**src/rtl/qtree_nat_serializer.sv**
```systemverilog
// qtree_nat_serializer
//   Walks a QTree_Nat held in node memory, starting from a root pointer, and
//   streams it out in postfix order: children q0..q3 first, then the parent.
//   A QNode goes out as a tag-only word, so a consumer can rebuild the tree
//   with a stack by popping four entries whenever it sees a QNode. The root
//   beat carries o_tlast.
//
// Ports
//   clk, reset      clock, synchronous active-high reset
//   root_*          root pointer handshake (accepted only in IDLE)
//   rd_req_*        node read request, at most one outstanding
//   rd_resp_*       read response, exactly one per accepted request
//   o_t*            AXI-stream output, one beat buffered at most
//   overflow        sticky flag: a QNode was nested deeper than DEPTH
module qtree_nat_serializer #(
  parameter int PTR_W  = 16,
  parameter int NODE_W = 66,
  parameter int DEPTH  = 64
) (
  input  logic              clk,
  input  logic              reset,
  input  logic              root_valid,
  output logic              root_ready,
  input  logic [PTR_W-1:0]  root_ptr,
  output logic              rd_req_valid,
  input  logic              rd_req_ready,
  output logic [PTR_W-1:0]  rd_addr,
  input  logic              rd_resp_valid,
  input  logic [NODE_W-1:0] rd_resp_data,
  output logic [NODE_W-1:0] o_tdata,
  output logic              o_tvalid,
  input  logic              o_tready,
  output logic              o_tlast,
  output logic              overflow
);

  localparam int SP_W  = $clog2(DEPTH) + 1;
  localparam int IX_W  = $clog2(DEPTH);
  localparam int ENT_W = NODE_W + 3;

  localparam logic [1:0] TAG_QNODE = 2'd2;
  localparam logic [NODE_W-1:0] QNODE_WORD = {{(NODE_W-2){1'b0}}, 2'd2};
  localparam logic [NODE_W-1:0] QERR_WORD  = {{(NODE_W-2){1'b0}}, 2'd3};

  typedef enum logic [2:0] {
    ST_IDLE, ST_REQ, ST_WAIT, ST_NEXT, ST_EMIT, ST_ABORT
  } state_e;

  state_e              state_q, state_d;
  logic [PTR_W-1:0]    addr_q, addr_d;
  logic [NODE_W-1:0]   out_data_q, out_data_d;
  logic                out_last_q, out_last_d;
  logic [SP_W-1:0]     sp_q, sp_d;
  logic                ovf_q, ovf_d;

  // Stack entry = {node word, next child index 0..4}
  logic [ENT_W-1:0]    stack_mem_q [DEPTH];
  logic                stack_we;
  logic [IX_W-1:0]     stack_waddr;
  logic [ENT_W-1:0]    stack_wdata;

  logic [IX_W-1:0]     top_ix;
  logic [ENT_W-1:0]    top_ent;
  logic [NODE_W-1:0]   top_word;
  logic [2:0]          top_cidx;
  logic [PTR_W-1:0]    child_ptr;
  logic                stack_full;

  assign top_ix     = IX_W'(sp_q - SP_W'(1));
  assign top_ent    = stack_mem_q[top_ix];
  assign top_word   = top_ent[ENT_W-1:3];
  assign top_cidx   = top_ent[2:0];
  // Only evaluated while top_cidx < 4, so the low two bits select the child.
  assign child_ptr  = top_word[2 + PTR_W*top_cidx[1:0] +: PTR_W];
  assign stack_full = (sp_q == SP_W'(DEPTH));

  // State register
  always_ff @(posedge clk) begin
    if (reset) begin
      state_q    <= ST_IDLE;
      addr_q     <= '0;
      out_data_q <= '0;
      out_last_q <= 1'b0;
      sp_q       <= '0;
      ovf_q      <= 1'b0;
    end else begin
      state_q    <= state_d;
      addr_q     <= addr_d;
      out_data_q <= out_data_d;
      out_last_q <= out_last_d;
      sp_q       <= sp_d;
      ovf_q      <= ovf_d;
    end
  end

  // Stack storage holds data only; validity is tracked by sp_q.
  always_ff @(posedge clk) begin
    if (stack_we) stack_mem_q[stack_waddr] <= stack_wdata;
  end

  // Next-state logic
  always_comb begin
    state_d = state_q;
    case (state_q)
      ST_IDLE:  if (root_valid) state_d = ST_REQ;
      ST_REQ:   if (rd_req_ready) state_d = ST_WAIT;
      ST_WAIT: begin
        if (rd_resp_valid) begin
          if (rd_resp_data[1:0] == TAG_QNODE) state_d = stack_full ? ST_ABORT : ST_NEXT;
          else                                state_d = ST_EMIT;
        end
      end
      ST_NEXT:  state_d = (top_cidx < 3'd4) ? ST_REQ : ST_EMIT;
      ST_EMIT:  if (o_tready) state_d = out_last_q ? ST_IDLE : ST_NEXT;
      ST_ABORT: state_d = ST_EMIT;
      default:  state_d = ST_IDLE;
    endcase
  end

  // Datapath / stack updates
  always_comb begin
    addr_d      = addr_q;
    out_data_d  = out_data_q;
    out_last_d  = out_last_q;
    sp_d        = sp_q;
    ovf_d       = ovf_q;
    stack_we    = 1'b0;
    stack_waddr = top_ix;
    stack_wdata = {top_word, 3'(top_cidx + 3'd1)};
    case (state_q)
      ST_IDLE: if (root_valid) addr_d = root_ptr;
      ST_WAIT: begin
        if (rd_resp_valid) begin
          if (rd_resp_data[1:0] == TAG_QNODE) begin
            if (stack_full) begin
              ovf_d = 1'b1;
            end else begin
              stack_we    = 1'b1;
              stack_waddr = sp_q[IX_W-1:0];
              stack_wdata = {rd_resp_data, 3'd0};
              sp_d        = sp_q + SP_W'(1);
            end
          end else begin
            // Leaf goes out verbatim; it is the root only if nothing is stacked.
            out_data_d = rd_resp_data;
            out_last_d = (sp_q == '0);
          end
        end
      end
      ST_NEXT: begin
        if (top_cidx < 3'd4) begin
          addr_d   = child_ptr;
          stack_we = 1'b1;
        end else begin
          sp_d       = sp_q - SP_W'(1);
          out_data_d = QNODE_WORD;
          out_last_d = (sp_q == SP_W'(1));
        end
      end
      ST_ABORT: begin
        out_data_d = QERR_WORD;
        out_last_d = 1'b1;
        sp_d       = '0;
      end
      default: ;
    endcase
  end

  // Output logic
  always_comb begin
    root_ready   = (state_q == ST_IDLE) && !reset;
    rd_req_valid = (state_q == ST_REQ);
    o_tvalid     = (state_q == ST_EMIT);
    rd_addr      = addr_q;
    o_tdata      = out_data_q;
    o_tlast      = out_last_q;
    overflow     = ovf_q;
  end

  // NEXT is only reached with at least one QNode on the stack.
  a_no_pop_empty: assert property (@(posedge clk) disable iff (reset)
    (state_q == ST_NEXT) |-> (sp_q != '0));

endmodule

```
**config.mk**
```make
export PLATFORM = sky130hd
export DESIGN_NAME = qtree_nat_serializer
export DESIGN_NICKNAME = d
export VERILOG_FILES = /design/src/rtl/qtree_nat_serializer.sv
export SDC_FILE = /design/constraint.sdc
export NUM_CORES = 2
export LEC_CHECK = 0
export ABC_CLOCK_PERIOD_IN_PS = 8300
export CAP_MARGIN = 15
export CELL_PAD_IN_SITES_DETAIL_PLACEMENT = 0
export CELL_PAD_IN_SITES_GLOBAL_PLACEMENT = 2
export CORE_ASPECT_RATIO = 1.25
export CORE_UTILIZATION = 45
export CTS_CLUSTER_SIZE = 24
export DETAILED_ROUTE_END_ITERATION = 8
export PLACE_DENSITY_LB_ADDON = 0.1
export SLEW_MARGIN = 25
export SYNTH_ARGS = -nofsm -noshare
export SYNTH_HDL_FRONTEND = slang
export SYNTH_MEMORY_MAX_BITS = 65536
export SYNTH_SLANG_ARGS = --single-unit
```
**constraint.sdc**
```tcl
create_clock -name clk -period 8.3 [get_ports clk]
set_input_delay 1.66 -clock clk [delete_from_list [all_inputs] [get_ports clk]]
set_output_delay 1.66 -clock clk [all_outputs]
set_load 0.01 [all_outputs]
```
### Word level (Yosys, flattened, before mapping)

Memories as Yosys holds them, arrays and structs flattened.
Cells that the tools add are included.

| operators by class | value |
|---|---|
| $add $sub $neg | 4 |
| order comparisons | 1 |
| equality and inequality tests | 17 |
| shift operators | 1 |
| muxes and demuxes | 40 |
| reduce and logical (&&, ||, !) cells | 11 |

Operators with widths:

| operator | count |
|---|---|
| 69-bit two-way mux | 4 |
| 66-bit two-way mux | 3 |
| 66-bit one-hot mux with 3 select lines | 1 |
| 66-bit by 8-bit variable part select with 16-bit output | 1 |
| 16-bit two-way mux | 2 |
| 16-bit one-hot mux with 2 select lines | 1 |
| 7-bit two-way mux | 4 |
| 6-bit two-way mux | 4 |
| 3-bit two-way mux | 7 |
| 7-bit one-hot mux with 3 select lines | 1 |
| 3-bit one-hot mux with 6 select lines | 1 |
| 2-bit inequality test (second input constant) | 7 |
| 4-bit AND reduction | 3 |
| 1-bit two-way mux | 9 |
| 2-bit by 6-bit adder with 7-bit output (first input constant) | 1 |
| 7-bit by 1-bit adder with 7-bit output (second input constant) | 1 |
| 7-bit by 1-bit equality test with 1-bit output (second input constant) | 1 |
| 7-bit equality test (second input constant) | 1 |
| 7-bit logical NOT | 1 |
| 7-bit by 1-bit subtractor with 7-bit output (second input constant) | 1 |
| 3-bit by 2-bit equality test with 1-bit output (second input constant) | 2 |
| 3-bit equality test (second input constant) | 2 |
| 5-bit AND reduction | 1 |
| 2-bit by 1-bit inequality test with 1-bit output (second input constant) | 2 |
| 13 further kinds | 13 |

| word-level totals | value |
|---|---|
| register bits after elaboration | 94 |
| memory bits (writable) | 4416 |
| logic and storage cells | 81 |
| memories | 1 |

Memories:

| name | depth | bits a word | read ports | clocked after Yosys merged registers in | write ports | line | source |
|---|---|---|---|---|---|---|---|
| stack_mem_q | 64 | 69 | 1 | 0 | 1 | 57 | `logic [ENT_W-1:0] stack_mem_q [DEPTH];` |

### Depth between registers and ports, before layout

| depth | value |
|---|---|
| depth after elaboration | 7 |
| mapped depth | 21 |
| mapped depth without buffers | 11 |

### Least setup slack after synthesis

Ideal clock, no wire load.

| path | value |
|---|---|
| kind | register to register |
| start | register sp_q[0] |
| end | memory stack_mem_q[33][0] in the netlist's numbering, enable pin |
| library setup time | 574 ps |
| data arrival time | 8439 ps |
| required time | 7726 ps |
| setup slack | -714 ps |
| cell stages (with the launch flop) | 19 |
| path buffers | 8 |
| period minus slack after synthesis | 9014 ps |
| cells stage by stage | dfxtp_1 > buf_6 > buf_12 > buf_8 > buf_12 > buf_6 > inv_2 > ha_1 > buf_4 > xor2_2 > buf_4 > mux4_2 > mux2i_1 > o221ai_1 > o22ai_4 > nand3_1 > mux2_2 > buf_6 > nor3_1 |

| between the ends | value |
|---|---|
| cells in the longest elaborated chain, start to end | 7 |

Ends and longest elaborated chain:

| element | line | source |
|---|---|---|
| from (decl) | 53 | `logic [SP_W-1:0] sp_q, sp_d;` |
| from (signal assigned) | 91 | `sp_q <= sp_d;` |
| 7-bit by 1-bit subtractor with 7-bit output / 7-bit equality test (equally long branches) | n/a |  |
| memory read 64 x 69 bit / 1-bit two-way mux (equally long branches) | n/a |  |
| 3-bit < comparator / 1-bit two-way mux (equally long branches) | 151, 134 |  |
| 1-bit two-way mux, on equally long branches | 151, 133 |  |
| 1-bit one-hot mux with 2 select lines | 130 | `case (state_q)` |
| 1-bit two-way mux | 98 | `if (stack_we) stack_mem_q[stack_waddr] <= stack_wdata;` |
| 1-bit two-way mux (not written as such) | 98 |  |
| to (decl) | 57 |  |

Parallel ways exist; a longest one is shown, timed or not.

### Worst setup path after layout

| path | value |
|---|---|
| start | register sp_q[0] |
| end | memory stack_mem_q[31][13] in the netlist's numbering, enable pin |

The elaborated chain is that of the path after synthesis.

==> results_dict.tcl <==
set metrics [dict create \
    cp_common_cell "buf_4" \
    cts_buffer_depth 4 \
    post-route-period-util_pct 80.2 \
    cts_tree "built" \
    grt_max_degree 113 \
    synth_edf_count 4288 \
    critical-path-max-stage-delay_ns 0.76 \
    cts_hold_buf 0 \
    cp_top_family "buffers and inverters" \
    worstSetupPathType "flip-flop to flip-flop" \
    power.density_nw_per_um2 390 \
    fin_skew_ns 0.0564 \
    antenna_found_initial 22 \
    critPathBufInv 5 \
    die-area_um2 380000 \
    finalHoldViolations 0 \
    synth.avg_cell_area_um2 20.5 \
    p_leak_nw 59.9 \
    drtPass1Iterations 6 \
    gp_congestion 0.807 \
    setup_violations 0 \
    drive_gt1_share_pct 25.1 \
    drc 0 \
    post-route-util_pct 51.5 \
    ys_seq_area_share_pct 76.8 \
    path_cells "inv_2 -> ha_4 -> buf_12 -> mux4_2 -> and3_1 -> a2111oi_2 -> a211oi_2 -> o22ai_4 -> nand3_1 -> a21o_1 -> buf_4 -> nor3_2 -> buf_4 -> buf_4" \
    grt_util_met3_pct 4.71 \
    use_met1_pct 41.2 \
    synth.cell_area_um2 170000 \
    hpwlAfterDp_um 289000 \
    async_flop_share_pct 0 \
    yosysWarnings 0 \
    clock-sinks 4382 \
    met2_usage_pct 49.2 \
    port_buffers 174 \
    hold_path_class "flip-flop to flip-flop" \
    cts_resized 0 \
    crit_path_max_fanout 31 \
    crit_slowest_cell "dfxtp_4" \
    period_needed_ns 6.66 \
    fin_tns_setup_ns 0 \
    crit_path_end_kind "flip-flop" \
    slew_headroom_pct 20.7 \
    finalMaxSlewViolations 0 \
    synthCells 8290 \
    synth_area_leaders "edfxtp_1, mux4_2, nand2_1" \
    startpoint_type "flip-flop" \
    routed_wl_um 572000 \
    vias 90269 \
    io_pins 175 \
    final_nets 8812 \
    n_fill_cell 30115 \
    grt_pass1_vias 90389 \
    htreeDepth 5 \
    maxCapViolations 0 \
    ir_worst_vdd_mv 0.602 \
    antenna_left 0 \
    cts_setup_buffers 0 \
    start_util_pct 45.2 \
    synth_cell_type_count 80 \
    die_w_um 552 \
    clock.fmax_mhz 150 \
    ys.flop_type "edfxtp_1" \
    synth-seq-cells 4382 \
    insertion_delay_ns 1.03 \
    rsz0062_at_grt "no" \
    critPathArrivalTime_ns 7.28 \
    die_h_um 689 \
    status "finished clean" \
    rows 252 \
    grt_usage_pct 30.1 \
    clockRootBuffer "clkbuf_16" \
    tightest_slew_ns 1.19 \
    synth_top_area_share_pct 75.7 \
    syn_to_final_growth_pct 14.0 \
    gr-total-overflow 0 \
    critPathRequiredTime_ns 8.92 \
    drt_iter0_markers 11392 \
    cts_buffers 433 \
    synth_top_cell_by_area "edfxtp_1" \
    core_um2 376000 \
    grt_pass1_wl_um 772000 \
    avgRoutedWirePerCell_um 40.7 \
    avgViaCountPerCell 6.43 \
    grt_busiest_layer "met2" \
    synth_nets 8383 \
    clk_pin_slew_ns 0.06 \
]
## where the power goes
group          internal [mW]  switching, mW  total, mW
Combinational           4.96           16.4       21.3
Clock                   11.3           8.55       19.8
Sequential              34.3          0.113       34.4
## final timing paths
path | start | to | slack [ns] | depth (start not counted)
setup reg to reg | sp_q[0] | stack_mem_q[31][13] | 1.64 | 14
hold / removal | o_tdata[18] | o_tdata[18] | 0.45 | 2
hold reg to reg | o_tdata[18] | o_tdata[18] | 0.45 | 2
setup / recovery | sp_q[0] | stack_mem_q[31][13] | 1.64 | 14
## cell families after synthesis
kind of cell / share of synthesized area [%]
flops: 76.8
xor+xnor: 0.0456
buf+inv: 1.50
mux: 15.5
simple gates: 4.37
fa+ha+maj: 0.0368
compound gates: 1.70
## per-stage QoR
| stage | worst slack (ns) | area, um^2 | hold WS [ns] | total power, mW | std cells |
|---|---|---|---|---|---|
| global placement | 1.11 | 180000 | 0.438 | 55.1 | 13234 |
| detailed placement | 1.65 | 180000 | 0.445 | 56.0 | 13236 |
| finish | 1.64 | 194000 | 0.449 | 75.5 | 14044 |
| CTS | 1.73 | 194000 | 0.453 | 75.6 | 14038 |
| global route | 1.58 | 194000 | 0.471 | 77.7 | 14042 |
| floorplan | -0.714 | 170000 | 0.475 | 46.4 | 8290 |
## area by class of cell
cell class / instances / area (um^2) / area share, %
Tap cell: 4953 / 6200 / 3.20
Clock buffer: 531 / 11600 / 5.97
Sequential cell: 4382 / 131000 / 67.4
Timing Repair Buffer: 515 / 5250 / 2.71
Clock inverter: 271 / 2580 / 1.33
Antenna cell: 5 / 12.5 / 0.00645
Multi-Input combinational cell: 3372 / 37500 / 19.4
Inverter: 15 / 56.3 / 0.0290
## cell usage after synthesis, types with 6 or more instances
cell type  count
buf_2        136
inv_1         14
a2111oi_2      9
mux4_2      1064
clkbuf_1     277
nand2_1      859
a22oi_1       17
mux2i_1      111
mux4_1         8
and3_1        11
a2111oi_1      6
buf_4         41
a31oi_1        8
mux2_2        96
o21ai_0       40
nor2_1        40
a221o_1       28
a2111oi_0     14
nand4_1      106
o221ai_1       6
edfxtp_1    4288
dfxtp_1       94
a32o_1         8
a211oi_1      34
buf_6         19
a21oi_1      168
nand3_1      540
o211ai_1      12
o22ai_1       16
buf_1         43
nor3_1        72
## flip-flops by register name, summed over array words and instances (netlist names)
| signal | count |
|---|---|
| o_tlast | 1 |
| state_q | 3 |
| stack_mem_q | 4288 |
| sp_q | 7 |
| overflow | 1 |
| rd_addr | 16 |
| o_tdata | 66 |
## per-layer routing
| metal | wire length, um | vias to the layer above | share of wire [%] |
|---|---|---|---|
| met4 | 21600 | 2 | 3.8 |
| met3 | 43200 | 886 | 7.6 |
| met1 | 228000 | 49969 | 40 |
| met2 | 279000 | 4281 | 49 |
| met5 | 12 | - | 0.0021 |
| li1 | - | 35131 | - |
## placed cells by master, fill, tap and decap left out, drive strengths merged, types with 6 or more instances in the layout
cell           count
edfxtp          4288
mux4            1072
nand2            860
nand3            540
clkbuf           531
buf              342
clkinv           204
clkdlybuf4s50    173
a21oi            170
mux2i            111
nand4            106
mux2              96
dfxtp             94
nor3              73
bufinv            44
o21ai             44
nor2              41
a211oi            35
a2111oi           29
a221o             28
inv               24
a22oi             20
o22ai             17
clkinvlp          14
o211ai            13
and3              11
a32o               8
a31oi              8
o221ai             6
and2               6
## worst reg2reg max path, delay by kind of cell, from the launching register on
family / cells / cell delay, ns
multiplexers: 1 / 0.34
AND/OR/NAND/NOR: 3 / 0.68
adder cells (fa/ha/maj): 1 / 0.77
flip-flops: 1 / 0.76
buffers and inverters: 5 / 2.22
AO/OA/AOI/OAI: 4 / 1.45
(Power assumes the default switching activity.)
